### config.mk
export PLATFORM = sky130hd
export DESIGN_NAME = fetch_controller
export DESIGN_NICKNAME = d
export VERILOG_FILES = /design/src/rtl/fetch_controller.sv
export SDC_FILE = /design/constraint.sdc
export NUM_CORES = 1
export LEC_CHECK = 0
export BUFFER_PORTS_ARGS = -buffer_cell sky130_fd_sc_hd__buf_2
export CAP_MARGIN = 0
export CORE_ASPECT_RATIO = 0.6
export CORE_UTILIZATION = 50
export DETAILED_ROUTE_END_ITERATION = 8
export GPL_ROUTABILITY_DRIVEN = 0
export PLACE_DENSITY = 0.87
export RECOVER_POWER = 25
export SYNTH_ARGS = -nofsm -noshare
export SYNTH_HDL_FRONTEND = slang
export SYNTH_SLANG_ARGS = --single-unit
### constraint.sdc
create_clock -name clk -period 2.9 [get_ports clk]
set_input_delay 0.58 -clock clk [delete_from_list [all_inputs] [get_ports clk]]
set_output_delay 0.58 -clock clk [all_outputs]
set_load 0.05 [all_outputs]
### src/rtl/fetch_controller.sv
// fetch_controller
//
// Instruction-fetch sequencer for the IF stage. Owns the program counter,
// drives the instruction memory address, and registers the fetched word and
// its PC into the IF/ID boundary. Handles hazard stalls and branch/jump
// redirects, and time-shares the instruction memory with a program loader
// that writes words while fetch is suspended.
//
// Ports
//   clk, reset          sole clock (rising edge), synchronous active-high reset
//   stall               hold pc and IF outputs
//   redirect_valid      taken branch/jump; redirect_target is the new pc
//   redirect_target     new pc, bits [1:0] are forced to zero
//   load_req/addr/data  loader word to write, held until load_ack
//   load_ack            loader word accepted this cycle (combinational)
//   load_err            sticky out-of-range loader address flag
//   load_count          words written in the current/last load session
//   loading             high while in the LOAD state (this is the FSM state)
//   imem_address/we/wdata  instruction memory address and write port
//   imem_instruction    memory read data, combinational from imem_address
//   if_instruction/if_pc/if_valid  registered IF/ID boundary
//
// Loader handshake: the loader raises load_req with load_addr/load_data and
// holds all three stable until it sees load_ack high in a cycle; the word is
// taken at the rising edge that ends that cycle. The loader may then present
// the next word immediately (one word per cycle) or drop load_req to end the
// session. A load_req seen while fetching only opens the session; the first
// ack comes in the following cycle.

module fetch_controller #(
  parameter logic [31:0] RESET_PC    = 32'h0000_0000,
  parameter int          DEPTH_WORDS = 1024
) (
  input  logic        clk,
  input  logic        reset,
  input  logic        stall,
  input  logic        redirect_valid,
  input  logic [31:0] redirect_target,
  input  logic        load_req,
  input  logic [31:0] load_addr,
  input  logic [31:0] load_data,
  output logic        load_ack,
  output logic        load_err,
  output logic [15:0] load_count,
  output logic        loading,
  output logic [31:0] imem_address,
  output logic        imem_we,
  output logic [31:0] imem_wdata,
  input  logic [31:0] imem_instruction,
  output logic [31:0] if_instruction,
  output logic [31:0] if_pc,
  output logic        if_valid
);

  typedef enum logic {
    RUN  = 1'b0,
    LOAD = 1'b1
  } state_t;

  state_t      state_q, state_d;
  logic [31:0] pc_q, pc_d;
  logic [31:0] ifi_q, ifi_d;
  logic [31:0] ifpc_q, ifpc_d;
  logic        ifv_q, ifv_d;
  logic        err_q, err_d;
  logic [15:0] count_q, count_d;

  logic [31:0] word_idx;
  logic        in_range;

  assign word_idx = {2'b00, load_addr[31:2]};
  assign in_range = (word_idx < 32'(DEPTH_WORDS));

  always_comb begin
    state_d      = state_q;
    pc_d         = pc_q;
    ifi_d        = ifi_q;
    ifpc_d       = ifpc_q;
    ifv_d        = ifv_q;
    err_d        = err_q;
    count_d      = count_q;
    load_ack     = 1'b0;
    imem_we      = 1'b0;
    imem_address = pc_q;
    imem_wdata   = 32'h0;

    case (state_q)
      RUN: begin
        if (load_req) begin
          // Opening a session: no write yet, and any redirect is dropped.
          state_d = LOAD;
          ifv_d   = 1'b0;
          count_d = 16'h0000;
        end else if (redirect_valid) begin
          // Redirect wins over stall; the word currently fetched is squashed.
          pc_d  = {redirect_target[31:2], 2'b00};
          ifv_d = 1'b0;
        end else if (!stall) begin
          ifi_d  = imem_instruction;
          ifpc_d = pc_q;
          ifv_d  = 1'b1;
          pc_d   = pc_q + 32'd4;
        end
      end

      LOAD: begin
        imem_address = load_addr;
        imem_wdata   = load_data;
        if (load_req) begin
          // A reset in this cycle aborts the session, so nothing is
          // acknowledged or written.
          load_ack = !reset;
          if (in_range) begin
            imem_we = !reset;
            if (count_q != 16'hFFFF) count_d = count_q + 16'd1;
          end else begin
            err_d = 1'b1;
          end
        end else begin
          state_d = RUN;
          pc_d    = RESET_PC;
        end
      end

      default: state_d = RUN;
    endcase
  end

  always_ff @(posedge clk) begin
    if (reset) begin
      state_q <= RUN;
      pc_q    <= RESET_PC;
      ifi_q   <= 32'h0;
      ifpc_q  <= 32'h0;
      ifv_q   <= 1'b0;
      err_q   <= 1'b0;
      count_q <= 16'h0000;
    end else begin
      state_q <= state_d;
      pc_q    <= pc_d;
      ifi_q   <= ifi_d;
      ifpc_q  <= ifpc_d;
      ifv_q   <= ifv_d;
      err_q   <= err_d;
      count_q <= count_d;
    end
  end

  assign loading        = (state_q == LOAD);
  assign load_err       = err_q;
  assign load_count     = count_q;
  assign if_instruction = ifi_q;
  assign if_pc          = ifpc_q;
  assign if_valid       = ifv_q;

endmodule

[After elaboration in Yosys (flattened, before gate mapping)]
Cells that the tools add are included.
Word-level totals
  output and inout bits: 149
  logic and storage cells: 51
  register bits: 115
Cells by class
  bitwise operators: 5
  reductions and logical operators: 6
  add/sub/neg operators: 2
  magnitude comparators: 1
  eq/ne operators: 9
  mux-type cells: 21
Operator list (count)
  2-to-1 mux 32 bit: 6
  2-to-1 mux 16 bit: 4
  one-hot mux 32 bit (2 select lines): 1
  adder 32 x 3 -> 32 bit (second input constant): 1
  one-hot mux 16 bit (2 select lines): 1
  less-than comparator 30 x 11 -> 1 bit (second input constant): 1
  adder 16 x 1 -> 16 bit (second input constant): 1
  inequality test 16 bit (second input constant): 1
  2-to-1 mux 1 bit: 9
  inequality test 2 bit (second input constant): 4
  AND reduction 4 bit: 2
  AND reduction 3 bit: 2
  inverter 1 bit: 5
  inequality test 2 x 1 -> 1 bit (second input constant): 2
  inequality test 3 x 1 -> 1 bit (second input constant): 1
  inequality test 3 bit (second input constant): 1
  AND reduction 2 bit: 1
  zero test 1 bit: 1

[Longest topological paths before layout]
Gate-level depths: netlist of run 1.
  depth after elaboration: 5
  mapped depth: 8
  mapped depth without buffers: 7

[Worst setup path after synthesis of run 1]
Ideal clock, no wire load.
  path kind: register to output
  from: reg state_q (netlist: loading)
  to: out imem_we
  cell stages (with the launch flop): 4
  data required time: 2.320 ns
  buffers on the path: 1
  path slack: -0.272 ns
  arrival: 2.592 ns
  cell sequence: dfxtp_1 > clkbuf_1 > nand2_1 > nor4_1
Between the ends
  longest elaborated chain between the ends: 1
Ends and longest elaborated chain
  from (decl): line 60  | state_t state_q, state_d;
  from (signal assigned): line 139  | state_q <= state_d;
  2-to-1 mux 1 bit: line 87  | case (state_q)
  to (decl): line 47  | output logic imem_we,
No other way between the ends.

[Worst setup path in the final report of run 1]
  from: reg state_q (netlist: loading)
  to: out imem_address[23]
Between the ends
  longest elaborated chain between the ends: 1
Ends and longest elaborated chain
  2-to-1 mux 32 bit: line 87
  to (decl): line 46  | output logic [31:0] imem_address,
No other way between the ends.

==> results.txt, run 1 <==
----------------------------------------------------
[Final layout]
  Post-Layout Cell Count ... 1141
  Layout overhead on the synthesized area ... 30.6%
  Design Area, Final ... 0.00735 mm²
  Fill count ... 994
  Post-layout utilization of the core ... 0.682
  Ratio of cells with drive above 1 in the final layout ... 0.302
  Layout net count ... 1130
  Multi-input gate area ... about 0.0032 mm²
  Sequential Area ... 0.00222 mm²

[Min path]
  Path class of the lowest-slack min-delay path ... register to register

[Worst setup path]
  Gate family responsible for the most delay along the worst path ... flip-flops
  Library cell contributing the largest single delay on the critical path ... dfxtp_2
  Cell breakdown of the critical path ... buf_4 -> mux2_2 -> buf_2
  Critical path endpoint category ... output port
  Kind of launch point of the worst setup path ... register
  Biggest fanout along the worst timing path ... 28
  Required arrival time at the worst endpoint ... roughly 2.3 ns
  Crit path largest cell delay ... 0.70 ns
  Sum of buffers and inverters on the critical path ... 2
  Crit path arrival time ... 2.07 ns
  Kind of critical path ... register to output port

[Floorplan]
  Rows ... 29
  Height of the die ... 84.2 µm
  Number of primary I/O pins ... 282
  Die width ... 139 µm
  Core area ... approximately 0.011 mm²
  Total die area ... 0.0117 mm²
  Starting density of the core ... 0.523

[Synth]
  Count of yosys warnings during synthesis ... 0
  Most instantiated flip-flop cell in the synthesis netlist ... dfxtp_1
  Leading area contributor after synthesis ... dfxtp_1
  Top cell types by occurrence after synthesis ... nand2_1 (166), dfxtp_1 (111), a21oi_1 (99)
  Total standard cell area after synthesis ... 0.00563 mm²
  Seq cells post-synth ... 111
  Post-Syn Area per Cell ... 7.64 µm²
  Fraction of the yosys area taken by sequential cells ... 0.395
  Cells after synthesis ... 737
  Count of flip-flops with a built-in enable after synthesis ... 0
  Count of distinct cell types in the synthesized netlist ... 59
  Most common cell in the synthesized netlist ... nand2_1
  Top cell type's share of synthesized area ... 0.395
  Largest cells by area after synthesis ... dfxtp_1 (39%), nand2_1 (11%), a21oi_1 (8.8%)
  Fraction of registers with async set/reset ... 0

[Clocking]
  Number of buffers on the longest clock path ... 2
  CTS tree ... done
  Number of clock sinks ... ~110
  Cts-stage hold buffer count ... 0
  Post CTS Setup Buffer Count ... 0
  CTS clock-pin slew for the worst setup and hold paths ... 0.07 ns
  Number of buffers created by CTS ... 9
  CTS H-Tree Depth ... 3
  Root buffer cell ... clkbuf_16
  Total of cells resized after clock tree synthesis ... 0
  Worst skew pair latency ... 0.35 ns

[Place]
  Post-place instance area ... 0.00715 mm²
  Number of placed instances, taps included ... 1123
  Detail Placement HPWL ... 13.7 mm
  Number of buffers added on ports ... 277

[Run status]
  Outcome ... finished with violations
  Failing checks ... design-rule violations

[Global route]
  Overall Global Routing Usage ... 0.314
  Number of global-route vias before repair ... 5817
  Maximum number of pins on one net before global-route repair ... around 40
  First-pass GRT wire length ... 29.1 mm
  Initial antenna violation count ... 3
  Leftover overflow at the end of global routing ... 0

[STA]
  Sum of negative setup slack ... 0 ns
  Max-slew violation count ... 0
  Slew at the pin with the worst max-slew slack ... 0.685 ns
  Max-slew headroom at the worst pin ... 0.542
  Total of endpoints with negative setup slack in the final report ... 0
  Clock period minus final worst setup slack ... 2.65 ns
  Fin crit share ... 0.913
  Setup repair after global routing missed its margin ... no
  Worst clock skew ... 0.00848 ns
  Highest clock frequency the design can meet ... about 0.38 GHz
  Final hold vios ... 0

[Power and ir drop]
  Power density over cell area ... ~470 mW/mm²
  Total leakage power ... about 0.0031 µW
  Maximum resistive drop on vdd ... 349 µV

[Detailed routing]
  DR WL/cell ... 16.1 µm
  Number of DRC violations after detailed-routing iteration 0 ... 487
  Vias per cell ... 5.54
  Number of iterations in the first detailed-routing pass ... 8
  Number of remaining DRC errors ... 15
  Number of nets with antenna violations after routing ... 0
  Detailed-route via count ... 6320
  Routed wire length ... approximately 18 mm

[Run]
  # Max-Cap Violations ... 0

----------------------------------------------------
kinds of logic after synthesis:
logic type | synth area share
buf+inv | 0.0455
fa+ha+maj | 0.00444
compound gates | 0.196
flops | 0.395
xor+xnor | 0.0124
other cells | 0.000666
simple gates | 0.285
mux | 0.0615
worst min-delay path, delay by kind of cell (launching register included):
family          cells  cell delay (ns)
flops               1             0.31
simple gates        1             0.05
compound gates      1             0.05
layout make-up:
class / instances / share of cell area
Multi-Input combinational cell: 568 / 0.431
Sequential cell: 111 / 0.302
Timing Repair Buffer: 299 / 0.201
Clock buffer: 10 / 0.0325
Inverter: 6 / 0.00306
Tap cell: 139 / 0.0236
Clock inverter: 5 / 0.00544
Antenna cell: 3 / 0.00102
through the flow:
stage | setup WS [ns] | hold WS [ns] | power (µW)
after CTS | 0.245 | 0.452 | 3510
after global routing | 0.129 | 0.450 | 3640
after global placement | 0.370 | 0.439 | 2330
after detailed placement | 0.319 | 0.443 | 2340
after floorplan | 0.310 | 0.461 | 2120
final | 0.252 | 0.454 | 3490
per-layer routing:
metal  up-vias  part of all wire  track usage
met1      2921              0.41        0.395
met2       291              0.48        0.533
met3        26             0.090       0.0759
met5         -                 0            0
met4         0             0.018        0.107
li1       3082                 -            -
layout by cell type, fill, tap and decap left out, types with 14 or more instances in the layout:
cell	synthesis	final
buf_2	3	213
nand2_1	166	165
dfxtp_1	111	110
a21oi_1	99	99
clkbuf_1	40	63
nor2_1	49	48
o21ai_0	40	40
and2_1	37	37
mux2_2	29	29
buf_4	2	23
nand3_1	16	16
nand4_1	14	14
worst paths after layout:
| kind | startpoint | to | slack, ns | cells past startpoint |
|---|---|---|---|---|
| setup / recovery | loading | imem_address[23] | 0.25 | 3 |
| hold / removal | if_instruction[19] | if_instruction[19] | 0.45 | 2 |
| setup reg to reg | pc_q[2] | pc_q[16] | 0.56 | 7 |
| hold reg to reg | if_instruction[19] | if_instruction[19] | 0.45 | 2 |
state kept, by name, summed over array words and instances (netlist names):
| signal | cells |
|---|---|
| load_err | 1 |
| load_count | 16 |
| loading | 1 |
| if_valid | 1 |
| if_pc | 30 |
| if_instruction | 32 |
| pc_q | 30 |
power breakdown:
part	switching, µW	internal (µW)	leakage (µW)
Clock	573	612	0.000140
Sequential	45.8	1560	0.000900
Combinational	489	211	0.00208
No activity file was read; power rests on OpenSTA's default activity.
==> run 2: changes to the inputs <==
--- a/config.mk
+++ b/config.mk
@@ -6,13 +6,12 @@
 export NUM_CORES = 1
 export LEC_CHECK = 0
 export BUFFER_PORTS_ARGS = -buffer_cell sky130_fd_sc_hd__buf_2
-export CAP_MARGIN = 0
 export CORE_ASPECT_RATIO = 0.6
 export CORE_UTILIZATION = 50
 export DETAILED_ROUTE_END_ITERATION = 8
 export GPL_ROUTABILITY_DRIVEN = 0
-export PLACE_DENSITY = 0.87
-export RECOVER_POWER = 25
+export PLACE_DENSITY = 0.86
+export RECOVER_POWER = 50
 export SYNTH_ARGS = -nofsm -noshare
 export SYNTH_HDL_FRONTEND = slang
 export SYNTH_SLANG_ARGS = --single-unit
==> run 2 against run 1 <==
Against the previous run: utilization decreased by 0.20 points; highest routed layer unchanged; combinational power about the same; the run still ends with design-rule violations left; hold slack improved by 0.0026 ns; die area unchanged; largest power group unchanged; worst setup slack got worse by 0.020 ns; via count decreased by 0.11%.
==> results.txt, run 2 (synthesized netlist as in run 1, its figures left out) <==
----------------------------------------------------
[STA]
  Fin crit share ... 0.920
  Setup repair after global routing missed its margin ... no
  Max-slew headroom at the worst pin ... 0.430
  Clock period minus final worst setup slack ... 2.67 ns
  Worst clock skew ... 0.00866 ns
  Max-slew violation count ... 0
  Slew at the pin with the worst max-slew slack ... roughly 0.85 ns
  Highest clock frequency the design can meet ... 0.375 GHz
  Sum of negative setup slack ... 0 ns
  Total of endpoints with negative setup slack in the final report ... 0
  Final hold vios ... 0

[Clocking]
  Number of clock sinks ... 111
  CTS clock-pin slew for the worst setup and hold paths ... 0.07 ns
  CTS tree ... done
  Number of buffers on the longest clock path ... 2
  Number of buffers created by CTS ... 9
  CTS H-Tree Depth ... 3
  Cts-stage hold buffer count ... 0
  Root buffer cell ... clkbuf_16
  Total of cells resized after clock tree synthesis ... 0
  Post CTS Setup Buffer Count ... 0
  Worst skew pair latency ... 0.35 ns

[Detailed routing]
  Number of DRC violations after detailed-routing iteration 0 ... 449
  DR WL/cell ... 15.9 µm
  Routed wire length ... 18.2 mm
  Vias per cell ... 5.53
  Detailed-route via count ... 6313
  Number of iterations in the first detailed-routing pass ... 9
  Number of remaining DRC errors ... 13
  Number of nets with antenna violations after routing ... 0

[Worst setup path]
  Kind of critical path ... input port to register
  Library cell contributing the largest single delay on the critical path ... nand2_1
  Biggest fanout along the worst timing path ... 22
  Kind of launch point of the worst setup path ... input port
  Cell breakdown of the critical path ... clkbuf_1 -> nor2_1 -> a21boi_0 -> nand2_1 -> clkbuf_1 -> a21oi_1 -> o21ai_0 -> a21oi_1
  Required arrival time at the worst endpoint ... ~3.1 ns
  Crit path arrival time ... 2.90 ns
  Crit path largest cell delay ... 0.65 ns
  Critical path endpoint category ... register

[Power and ir drop]
  Share of power burned in combinational logic ... 0.201
  Total leakage power ... 0.00302 µW
  Internal Dissipation ... 2380 µW
  Maximum resistive drop on vdd ... 320 µV
  Power density over cell area ... between 400 and 500 mW/mm²
  Sw Pwr ... between 1000 and 1500 µW
  Clock power share ... 0.339
  Switching fraction of total power ... 0.317
  Relative contribution of sequential cells to total power ... 0.459

[Min path]
  Path class of the lowest-slack min-delay path ... register to register

[Place]
  Detail Placement HPWL ... 13.6 mm
  Number of placed instances, taps included ... approximately 1100
  Number of buffers added on ports ... 277

[Final layout]
  Ratio of cells with drive above 1 in the final layout ... 0.276
  Post-layout utilization of the core ... 0.680
  Layout overhead on the synthesized area ... 30.2%
  Most common cell after layout, fill and taps aside ... buf_2
  Post-Layout Cell Count ... 1141
  Commonest cells after routing, fill and taps aside ... buf_2 (194), nand2_1 (166), dfxtp_1 (111)
  Flip-flop count of the largest register, all copies and words added ... 32
  Fill count ... 977
  Layout net count ... 1131

[Floorplan]
  Die width ... between 100 and 150 µm
  Core area ... 0.0108 mm²
  Number of primary I/O pins ... 282
  Rows ... 29
  Height of the die ... 84.2 µm
  Total die area ... 0.0117 mm²
  Starting density of the core ... 0.523

[Global route]
  Overall Global Routing Usage ... 0.306
  Leftover overflow at the end of global routing ... 0
  Maximum number of pins on one net before global-route repair ... 57
  Initial antenna violation count ... 2
  Number of global-route vias before repair ... approximately 5600
  First-pass GRT wire length ... roughly 29 mm

[Run status]
  Outcome ... finished with violations
  Failing checks ... design-rule violations

[Run]
  # Max-Cap Violations ... 0

----------------------------------------------------
## run 2: cell count changes in the layout (fill, tap and decap cells not counted), sizes merged
| cell | delta |
|---|---|
| inv | -1 |
| buf | -24 |
| clkbuf | +25 |
| clkinvlp | +2 |
| diode | -1 |
| clkinv | -1 |
## run 2: per-stage QoR
step	total power [µW]	area [µm²]	worst slack (ns)	hold WS, ns
global placement	2340	7180	0.248	0.439
detailed placement	2350	7180	0.220	0.443
finish	3490	7330	0.232	0.457
CTS	3520	7460	0.214	0.452
global route	3620	7330	0.113	0.454
floorplan	2120	5640	0.310	0.461
## run 2: final timing paths
| path | cells past startpoint | slack (ns) | start | end |
|---|---|---|---|---|
| max | 8 | 0.23 | load_req | pc_q[20] |
| min | 2 | 0.46 | if_instruction[26] | if_instruction[26] |
| max reg2reg | 7 | 0.31 | loading | pc_q[20] |
| min reg2reg | 2 | 0.46 | if_instruction[26] | if_instruction[26] |
## run 2: per-layer routing
| metal | wire (µm) | part of all wire | GRT usage |
|---|---|---|---|
| met3 | 1330 | 0.073 | 0.0639 |
| met2 | 8360 | 0.46 | 0.487 |
| met4 | 491 | 0.027 | 0.122 |
| met1 | 8010 | 0.44 | 0.408 |
| met5 | 0 | 0 | 0 |
## run 2: power by group through the flow
stage | Combinational (µW) | Sequential [µW] | Clock [µW]
after floorplan | 411 | 1700 | 0
after global placement | 704 | 1640 | 0
after detailed placement | 710 | 1640 | 0
after CTS | 713 | 1600 | 1200
after global routing | 749 | 1610 | 1260
final | 703 | 1600 | 1180
## run 2: worst max-delay path, delay by kind of cell
family	cells	cell delay [ns]
AO/OA/AOI/OAI	4	0.50
buffers and inverters	2	1.01
AND/OR/NAND/NOR	2	0.80
## run 2: cell type report
type / count / area, µm² / area share
multi-input combinational: 568 / 3170 / 0.432
sequential: 111 / 2220 / 0.303
timing repair buffer: 300 / 1460 / 0.199
clock buffer: 10 / 239 / 0.0326
tap: 139 / 174 / 0.0237
clock inverter: 5 / 41.3 / 0.00563
inverter: 6 / 22.5 / 0.00307
antenna: 2 / 5.00 / 0.000682
